File: config.mk
export PLATFORM = sky130hd
export DESIGN_NAME = key_debounce_longpress
export DESIGN_NICKNAME = d
export VERILOG_FILES = /design/src/rtl/key_debounce_longpress.sv
export SDC_FILE = /design/constraint.sdc
export NUM_CORES = 1
export LEC_CHECK = 0
export CORE_ASPECT_RATIO = 1.2
export CORE_UTILIZATION = 55
export DETAILED_ROUTE_END_ITERATION = 6
export PLACE_DENSITY = 0.73
export SLEW_MARGIN = 40
export SYNTH_ARGS = -nofsm -noshare
export SYNTH_HDL_FRONTEND = slang
export SYNTH_SLANG_ARGS = --single-unit
File: constraint.sdc
create_clock -name clk -period 2.7 [get_ports clk]
set_clock_uncertainty 0.15 [all_clocks]
set_input_delay 0.81 -clock clk [delete_from_list [all_inputs] [get_ports clk]]
set_output_delay 0.81 -clock clk [all_outputs]
set_load 0.03 [all_outputs]
File: src/rtl/key_debounce_longpress.sv
// N-channel active-low pushbutton conditioner: 2-flop sync, debounce, short/long
// classification and auto-repeat, all timed by a shared 1 ms tick.
module key_debounce_longpress #(
  parameter int unsigned N_KEYS      = 3,
  parameter int unsigned CLK_FREQ_HZ = 50_000_000,
  parameter int unsigned DEBOUNCE_MS = 20,
  parameter int unsigned LONG_MS     = 1000,
  parameter int unsigned REPEAT_MS   = 200,
  parameter bit          REPEAT_EN   = 1'b1
) (
  input  logic              clk,
  input  logic              rst_n,
  input  logic [N_KEYS-1:0] key_in,
  output logic [N_KEYS-1:0] key_level,
  output logic [N_KEYS-1:0] key_press,
  output logic [N_KEYS-1:0] key_release,
  output logic [N_KEYS-1:0] key_short,
  output logic [N_KEYS-1:0] key_long,
  output logic [N_KEYS-1:0] key_repeat
);

  localparam int unsigned TICK_DIV   = CLK_FREQ_HZ / 1000;
  localparam int unsigned PW         = $clog2(TICK_DIV);
  localparam int unsigned HOLD_TICKS = LONG_MS - DEBOUNCE_MS;
  localparam int unsigned DW         = $clog2(DEBOUNCE_MS + 1);
  localparam int unsigned HW         = $clog2(HOLD_TICKS + 1);
  localparam int unsigned RW         = $clog2(REPEAT_MS + 1);

  typedef enum logic [2:0] {
    ST_IDLE, ST_DB_PRESS, ST_HELD, ST_LONG, ST_DB_REL
  } state_e;

  logic [PW-1:0]     pre_q;
  logic              tick_c;
  logic [N_KEYS-1:0] sync1_q;
  logic [N_KEYS-1:0] sync2_q;

  assign tick_c = (pre_q == PW'(TICK_DIV - 1));

  // Shared 1 ms prescaler
  always_ff @(posedge clk or negedge rst_n) begin
    if (!rst_n)      pre_q <= '0;
    else if (tick_c) pre_q <= '0;
    else             pre_q <= pre_q + PW'(1);
  end

  // Two-flop synchroniser, idles released (high)
  always_ff @(posedge clk or negedge rst_n) begin
    if (!rst_n) begin
      sync1_q <= '1;
      sync2_q <= '1;
    end else begin
      sync1_q <= key_in;
      sync2_q <= sync1_q;
    end
  end

  for (genvar k = 0; k < N_KEYS; k++) begin : g_key
    state_e        state_q, state_d;
    logic [DW-1:0] dcnt_q, dcnt_d;
    logic [HW-1:0] hcnt_q, hcnt_d;
    logic [RW-1:0] rcnt_q, rcnt_d;
    logic          long_flag_q, long_flag_d;
    logic          level_d, press_d, release_d, short_d, long_d, repeat_d;
    logic          level_q, press_q, release_q, short_q, long_q, repeat_q;
    logic          rel_c;

    // Synchronised key, 1 = released
    assign rel_c = sync2_q[k];

    always_comb begin
      state_d     = state_q;
      dcnt_d      = dcnt_q;
      hcnt_d      = hcnt_q;
      rcnt_d      = rcnt_q;
      long_flag_d = long_flag_q;
      press_d     = 1'b0;
      release_d   = 1'b0;
      short_d     = 1'b0;
      long_d      = 1'b0;
      repeat_d    = 1'b0;
      unique case (state_q)
        ST_IDLE: begin
          if (!rel_c) begin
            state_d = ST_DB_PRESS;
            dcnt_d  = '0;
          end
        end
        ST_DB_PRESS: begin
          if (rel_c) begin
            state_d = ST_IDLE;
          end else if (tick_c) begin
            if (dcnt_q == DW'(DEBOUNCE_MS - 1)) begin
              state_d     = ST_HELD;
              press_d     = 1'b1;
              hcnt_d      = '0;
              long_flag_d = 1'b0;
            end else begin
              dcnt_d = dcnt_q + DW'(1);
            end
          end
        end
        ST_HELD: begin
          if (rel_c) begin
            state_d = ST_DB_REL;
            dcnt_d  = '0;
          end else if (tick_c) begin
            if (hcnt_q == HW'(HOLD_TICKS - 1)) begin
              state_d     = ST_LONG;
              long_d      = 1'b1;
              long_flag_d = 1'b1;
              rcnt_d      = '0;
            end else begin
              hcnt_d = hcnt_q + HW'(1);
            end
          end
        end
        ST_LONG: begin
          if (rel_c) begin
            state_d = ST_DB_REL;
            dcnt_d  = '0;
          end else if (tick_c && REPEAT_EN) begin
            if (rcnt_q == RW'(REPEAT_MS - 1)) begin
              repeat_d = 1'b1;
              rcnt_d   = '0;
            end else begin
              rcnt_d = rcnt_q + RW'(1);
            end
          end
        end
        ST_DB_REL: begin
          // A press during release debounce resumes the frozen hold/repeat timing
          if (!rel_c) begin
            state_d = long_flag_q ? ST_LONG : ST_HELD;
          end else if (tick_c) begin
            if (dcnt_q == DW'(DEBOUNCE_MS - 1)) begin
              state_d     = ST_IDLE;
              release_d   = 1'b1;
              short_d     = !long_flag_q;
              long_flag_d = 1'b0;
            end else begin
              dcnt_d = dcnt_q + DW'(1);
            end
          end
        end
        default: state_d = ST_IDLE;
      endcase
      level_d = (state_d == ST_HELD) || (state_d == ST_LONG) || (state_d == ST_DB_REL);
    end

    always_ff @(posedge clk or negedge rst_n) begin
      if (!rst_n) begin
        state_q     <= ST_IDLE;
        dcnt_q      <= '0;
        hcnt_q      <= '0;
        rcnt_q      <= '0;
        long_flag_q <= 1'b0;
        level_q     <= 1'b0;
        press_q     <= 1'b0;
        release_q   <= 1'b0;
        short_q     <= 1'b0;
        long_q      <= 1'b0;
        repeat_q    <= 1'b0;
      end else begin
        state_q     <= state_d;
        dcnt_q      <= dcnt_d;
        hcnt_q      <= hcnt_d;
        rcnt_q      <= rcnt_d;
        long_flag_q <= long_flag_d;
        level_q     <= level_d;
        press_q     <= press_d;
        release_q   <= release_d;
        short_q     <= short_d;
        long_q      <= long_d;
        repeat_q    <= repeat_d;
      end
    end

    assign key_level[k]   = level_q;
    assign key_press[k]   = press_q;
    assign key_release[k] = release_q;
    assign key_short[k]   = short_q;
    assign key_long[k]    = long_q;
    assign key_repeat[k]  = repeat_q;
  end

endmodule
==> results of run 1 <==
==> cells by family after synthesis <==
logic type	after synthesis	synth area share
compound gates	168	0.161
flops	121	0.462
xor+xnor	19	0.0253
mux	12	0.0194
buf+inv	61	0.0472
simple gates	309	0.266
fa+ha+maj	10	0.0191
==> flip-flops by register name, summed over array words and instances (netlist names) <==
register,flops
g_key.long_flag_q,3
g_key.level_q,3
g_key.short_q,3
sync1_q,3
g_key.release_q,3
g_key.long_q,3
sync2_q,3
g_key.rcnt_q,24
g_key.press_q,3
g_key.state_q,9
g_key.hcnt_q,30
g_key.dcnt_q,15
pre_q,16
g_key.repeat_q,3
==> stage by stage <==
step / std cells / util
final: 888 / 0.650
after global routing: 888 / 0.650
after CTS: 887 / 0.648
after detailed placement: 857 / 0.597
after global placement: 857 / 0.596
after floorplan: 700 / -
==> timing repair <==
item | CTS | global route
pin swaps | 1 | 1
resized for setup | 2 | 3
gates cloned | 0 | 0
endpoints found under the setup margin | 5 | 12
setup buffers | 0 | 1
==> Yosys cell counts (all sizes together) (4+ instances only) <==
master and n:
nand2b 26, and3 21, nor2 54, a31oi 16, nor3 15, and4bb 4, mux2i 6, and2 6
nand2 52, clkbuf 23, nor2b 10, dfstp 6, xor2 9, buf 26, or2 9, or3b 5
o21bai 4, a22o 6, inv 12, o21a 5, nand3b 7, nor4 13, o21ai 73, nand3 37
o211ai 4, o31ai 20, nand4 12, ha 10, dfrtp 115, mux2 6, xnor2 10, nor4b 5
or4 11, or3 8, a21oi 22
==> routing by layer <==
layer / GRT usage / share of wire / vias to the layer above
met2: 0.407 / 0.51 / 87
met1: 0.287 / 0.44 / 2621
li1: - / - / 2593
met3: 0.0482 / 0.030 / 19
met4: 0.105 / 0.019 / 0
met5: 0 / 0 / -
==> path summary, 6_finish.rpt <==
| check | to | start | slack (ns) | cells past startpoint |
|---|---|---|---|---|
| max | g_key[1].hcnt_q[9] | g_key[1].hcnt_q[1] | 0.13 | 6 |
| min | sync2_q[2] | sync1_q[2] | 0.20 | 0 |
| max reg2reg | g_key[1].hcnt_q[9] | g_key[1].hcnt_q[1] | 0.13 | 6 |
| min reg2reg | sync2_q[2] | sync1_q[2] | 0.20 | 0 |
| max in group asynchronous | g_key[0].hcnt_q[6] | rst_n | 1.57 | 2 |
| min in group asynchronous | g_key[0].hcnt_q[7] | rst_n | 0.28 | 2 |
==> report_power, final <==
group	internal [mW]	total, mW	switching, mW
sequential	1.84	1.87	0.0292
combinational	0.0534	0.132	0.0788
clock	1.43	2.21	0.776
==> cell type report <==
class                      instances  area (sq um)  area share
tap                              157           196      0.0260
timing repair buffer              50           440      0.0583
multi-input combinational        518          3260       0.431
inverter                          12          45.0     0.00596
clock inverter                     9          97.6      0.0129
clock buffer                      21           480      0.0636
sequential                       121          3040       0.402
==> key figures, run 1 <==
Status
  – Status: completed

Setup path
  – Critical path's slowest cell: sky130_fd_sc_hd__a2111o_1
  – Startpoint type of the worst setup path: flop
  – CP delay by family, top: compound AO/OA/AOI/OAI gates
  – Critical Path Max Stage Delay: 0.56 ns
  – Endpoint type of the worst setup path: flop
  – Setup Crit Path Kind: flop to flop
  – Worst Path Max Fanout: 12
  – Buffering stage count on the worst path with inverters included: 0
  – Worst EP required: 2.89 ns
  – Data arrival time of the critical path: 2.76 ns
  – List of cells traversed by the critical path: ha_1, nor4b_2, a31o_1, a2111o_1, or4_1, a21oi_1

Global routing
  – GR Overflow Total: 0
  – Maximum number of pins on one net before global-route repair: 122
  – Number of global-route vias before repair: 5136
  – Global-route wire length before repair: 23100 microns
  – Number of antenna violations at the first check in global routing: 0
  – Total track usage: 0.238

Timing
  – Setup repair after global routing missed its margin: false
  – Maximum operating frequency: 390 MHz
  – Minimum clock period: 2.57 ns
  – Final hold slack: 0.204 ns
  – Max-slew headroom at the worst pin: 0.549
  – Total setup violations reported at the end of the flow: 0
  – Post-Route Setup TNS: 0 ns
  – Final setup margin: 0.134 ns
  – Slew Viols, Final: 0
  – Fraction of the cycle the final worst path needs: 0.950
  – Worst-Margin Slew: 0.677 ns
  – Count of final hold-check violations: 0

Power and ir drop
  – LEAKAGE: 3.19 nW
  – Peak supply drop: 0.000427 V
  – Total power: 4.21 mW
  – Pwr/cell area: 558 nW/um^2

Clocking
  – H-tree level count: 4
  – Clock tree from TritonCTS: yes
  – Cts hold-fix bufs: 0
  – Library cell used as clock root buffer: sky130_fd_sc_hd__clkbuf_16
  – Bufs on Longest Clock Path: 2
  – Clk pin slew, worst setup/hold paths: 0.05 ns
  – Later-pin clock latency in the skew report: 0.42 ns
  – Number of sinks handled by clock tree synthesis: 121
  – Number of buffers created by CTS: 17

Floorplan
  – Die Height: 122 microns
  – Core area: 11600 sq um
  – Number of I/O pins: 23
  – Effective utilization at floorplan: 0.565
  – Die Area: 12400 sq um
  – Die Width: 102 microns
  – Standard-cell row count: 43

Layout
  – Nets: 735
  – Number of antenna repair diodes: 0
  – Filler instances: 965
  – Area added between synthesis and finish: 15.0%
  – Commonest non-fill, non-tap cells in the layout: sky130_fd_sc_hd__dfrtp_1, sky130_fd_sc_hd__nor2_1, sky130_fd_sc_hd__nand2_1, sky130_fd_sc_hd__o21ai_0, sky130_fd_sc_hd__nand3_1
  – Layout Cell Area excl Fill: 7550 sq um
  – Fraction of layout cells with a size suffix above 1: 0.129
  – Leading cell type in the layout, fill and taps excluded: sky130_fd_sc_hd__dfrtp_1

Detailed routing
  – DR pass1 iterations: 4
  – Ratio of routed vias to standard cells: 5.99
  – Number of vias in the routed layout: 5320
  – Routed wirelength normalized by instance count: 15.2 microns
  – Aggregate routed wire length: 13500 microns
  – Remaining number of nets flagged by the antenna check after routing: 0
  – Count of routing violations after the opening detailed-route iteration: 255
  – Remaining DRCs: 0

Placed design
  – Detail Placement HPWL: 9050 microns
  – Dpl ws: -0.0443 ns
  – Final Wtd Congestion: 0.825
  – IO buf count: 22
  – Instance area at placement: 6940 sq um

Logic synthesis
  – Synthesized instance count: 700
  – Synth area leaders: sky130_fd_sc_hd__dfrtp_1, sky130_fd_sc_hd__o21ai_0, sky130_fd_sc_hd__nor2_1
  – Fraction of the yosys area taken by sequential cells: 0.462
  – Yosys warning total: 0
  – Area of the mapped netlist: 6570 sq um
  – Synthesized flop and latch total: 121
  – Largest area contributor in the netlist: sky130_fd_sc_hd__dfrtp_1
  – Share of flip-flops with an asynchronous set or reset after synthesis: 1.00
  – Net count after synthesis: 715
  – Synth top area share: 0.438
  – Leading register cell type out of synthesis: sky130_fd_sc_hd__dfrtp_1
  – Post-synth EDFFs: 0
  – Mapped Avg Cell Area: 9.38 sq um
  – Distinct cell type count of the synthesized netlist: 64

Hold path
  – Hold/Removal Path Class: flop to flop

Flow run
  – Number of max-cap violations: 0
No activity file was read; power rests on OpenSTA's default activity.
==> inputs of run 2 (changes only) <==
--- a/config.mk
+++ b/config.mk
@@ -5,6 +5,7 @@
 export SDC_FILE = /design/constraint.sdc
 export NUM_CORES = 1
 export LEC_CHECK = 0
+export CAP_MARGIN = 30
 export CORE_ASPECT_RATIO = 1.2
 export CORE_UTILIZATION = 55
 export DETAILED_ROUTE_END_ITERATION = 6
==> results of run 2 <==
Same layout as run 1: the final DEF is identical, and so are final timing and power.
==> inputs of run 3 (changes only) <==
--- a/config.mk
+++ b/config.mk
@@ -5,9 +5,11 @@
 export SDC_FILE = /design/constraint.sdc
 export NUM_CORES = 1
 export LEC_CHECK = 0
+export ABC_CLOCK_PERIOD_IN_PS = 2700
 export CAP_MARGIN = 30
 export CORE_ASPECT_RATIO = 1.2
 export CORE_UTILIZATION = 55
+export CTS_CLUSTER_DIAMETER = 40
 export DETAILED_ROUTE_END_ITERATION = 6
 export PLACE_DENSITY = 0.73
 export SLEW_MARGIN = 40
==> results of run 3 <==
Same layout as run 1: the final DEF is identical, and so are final timing and power.
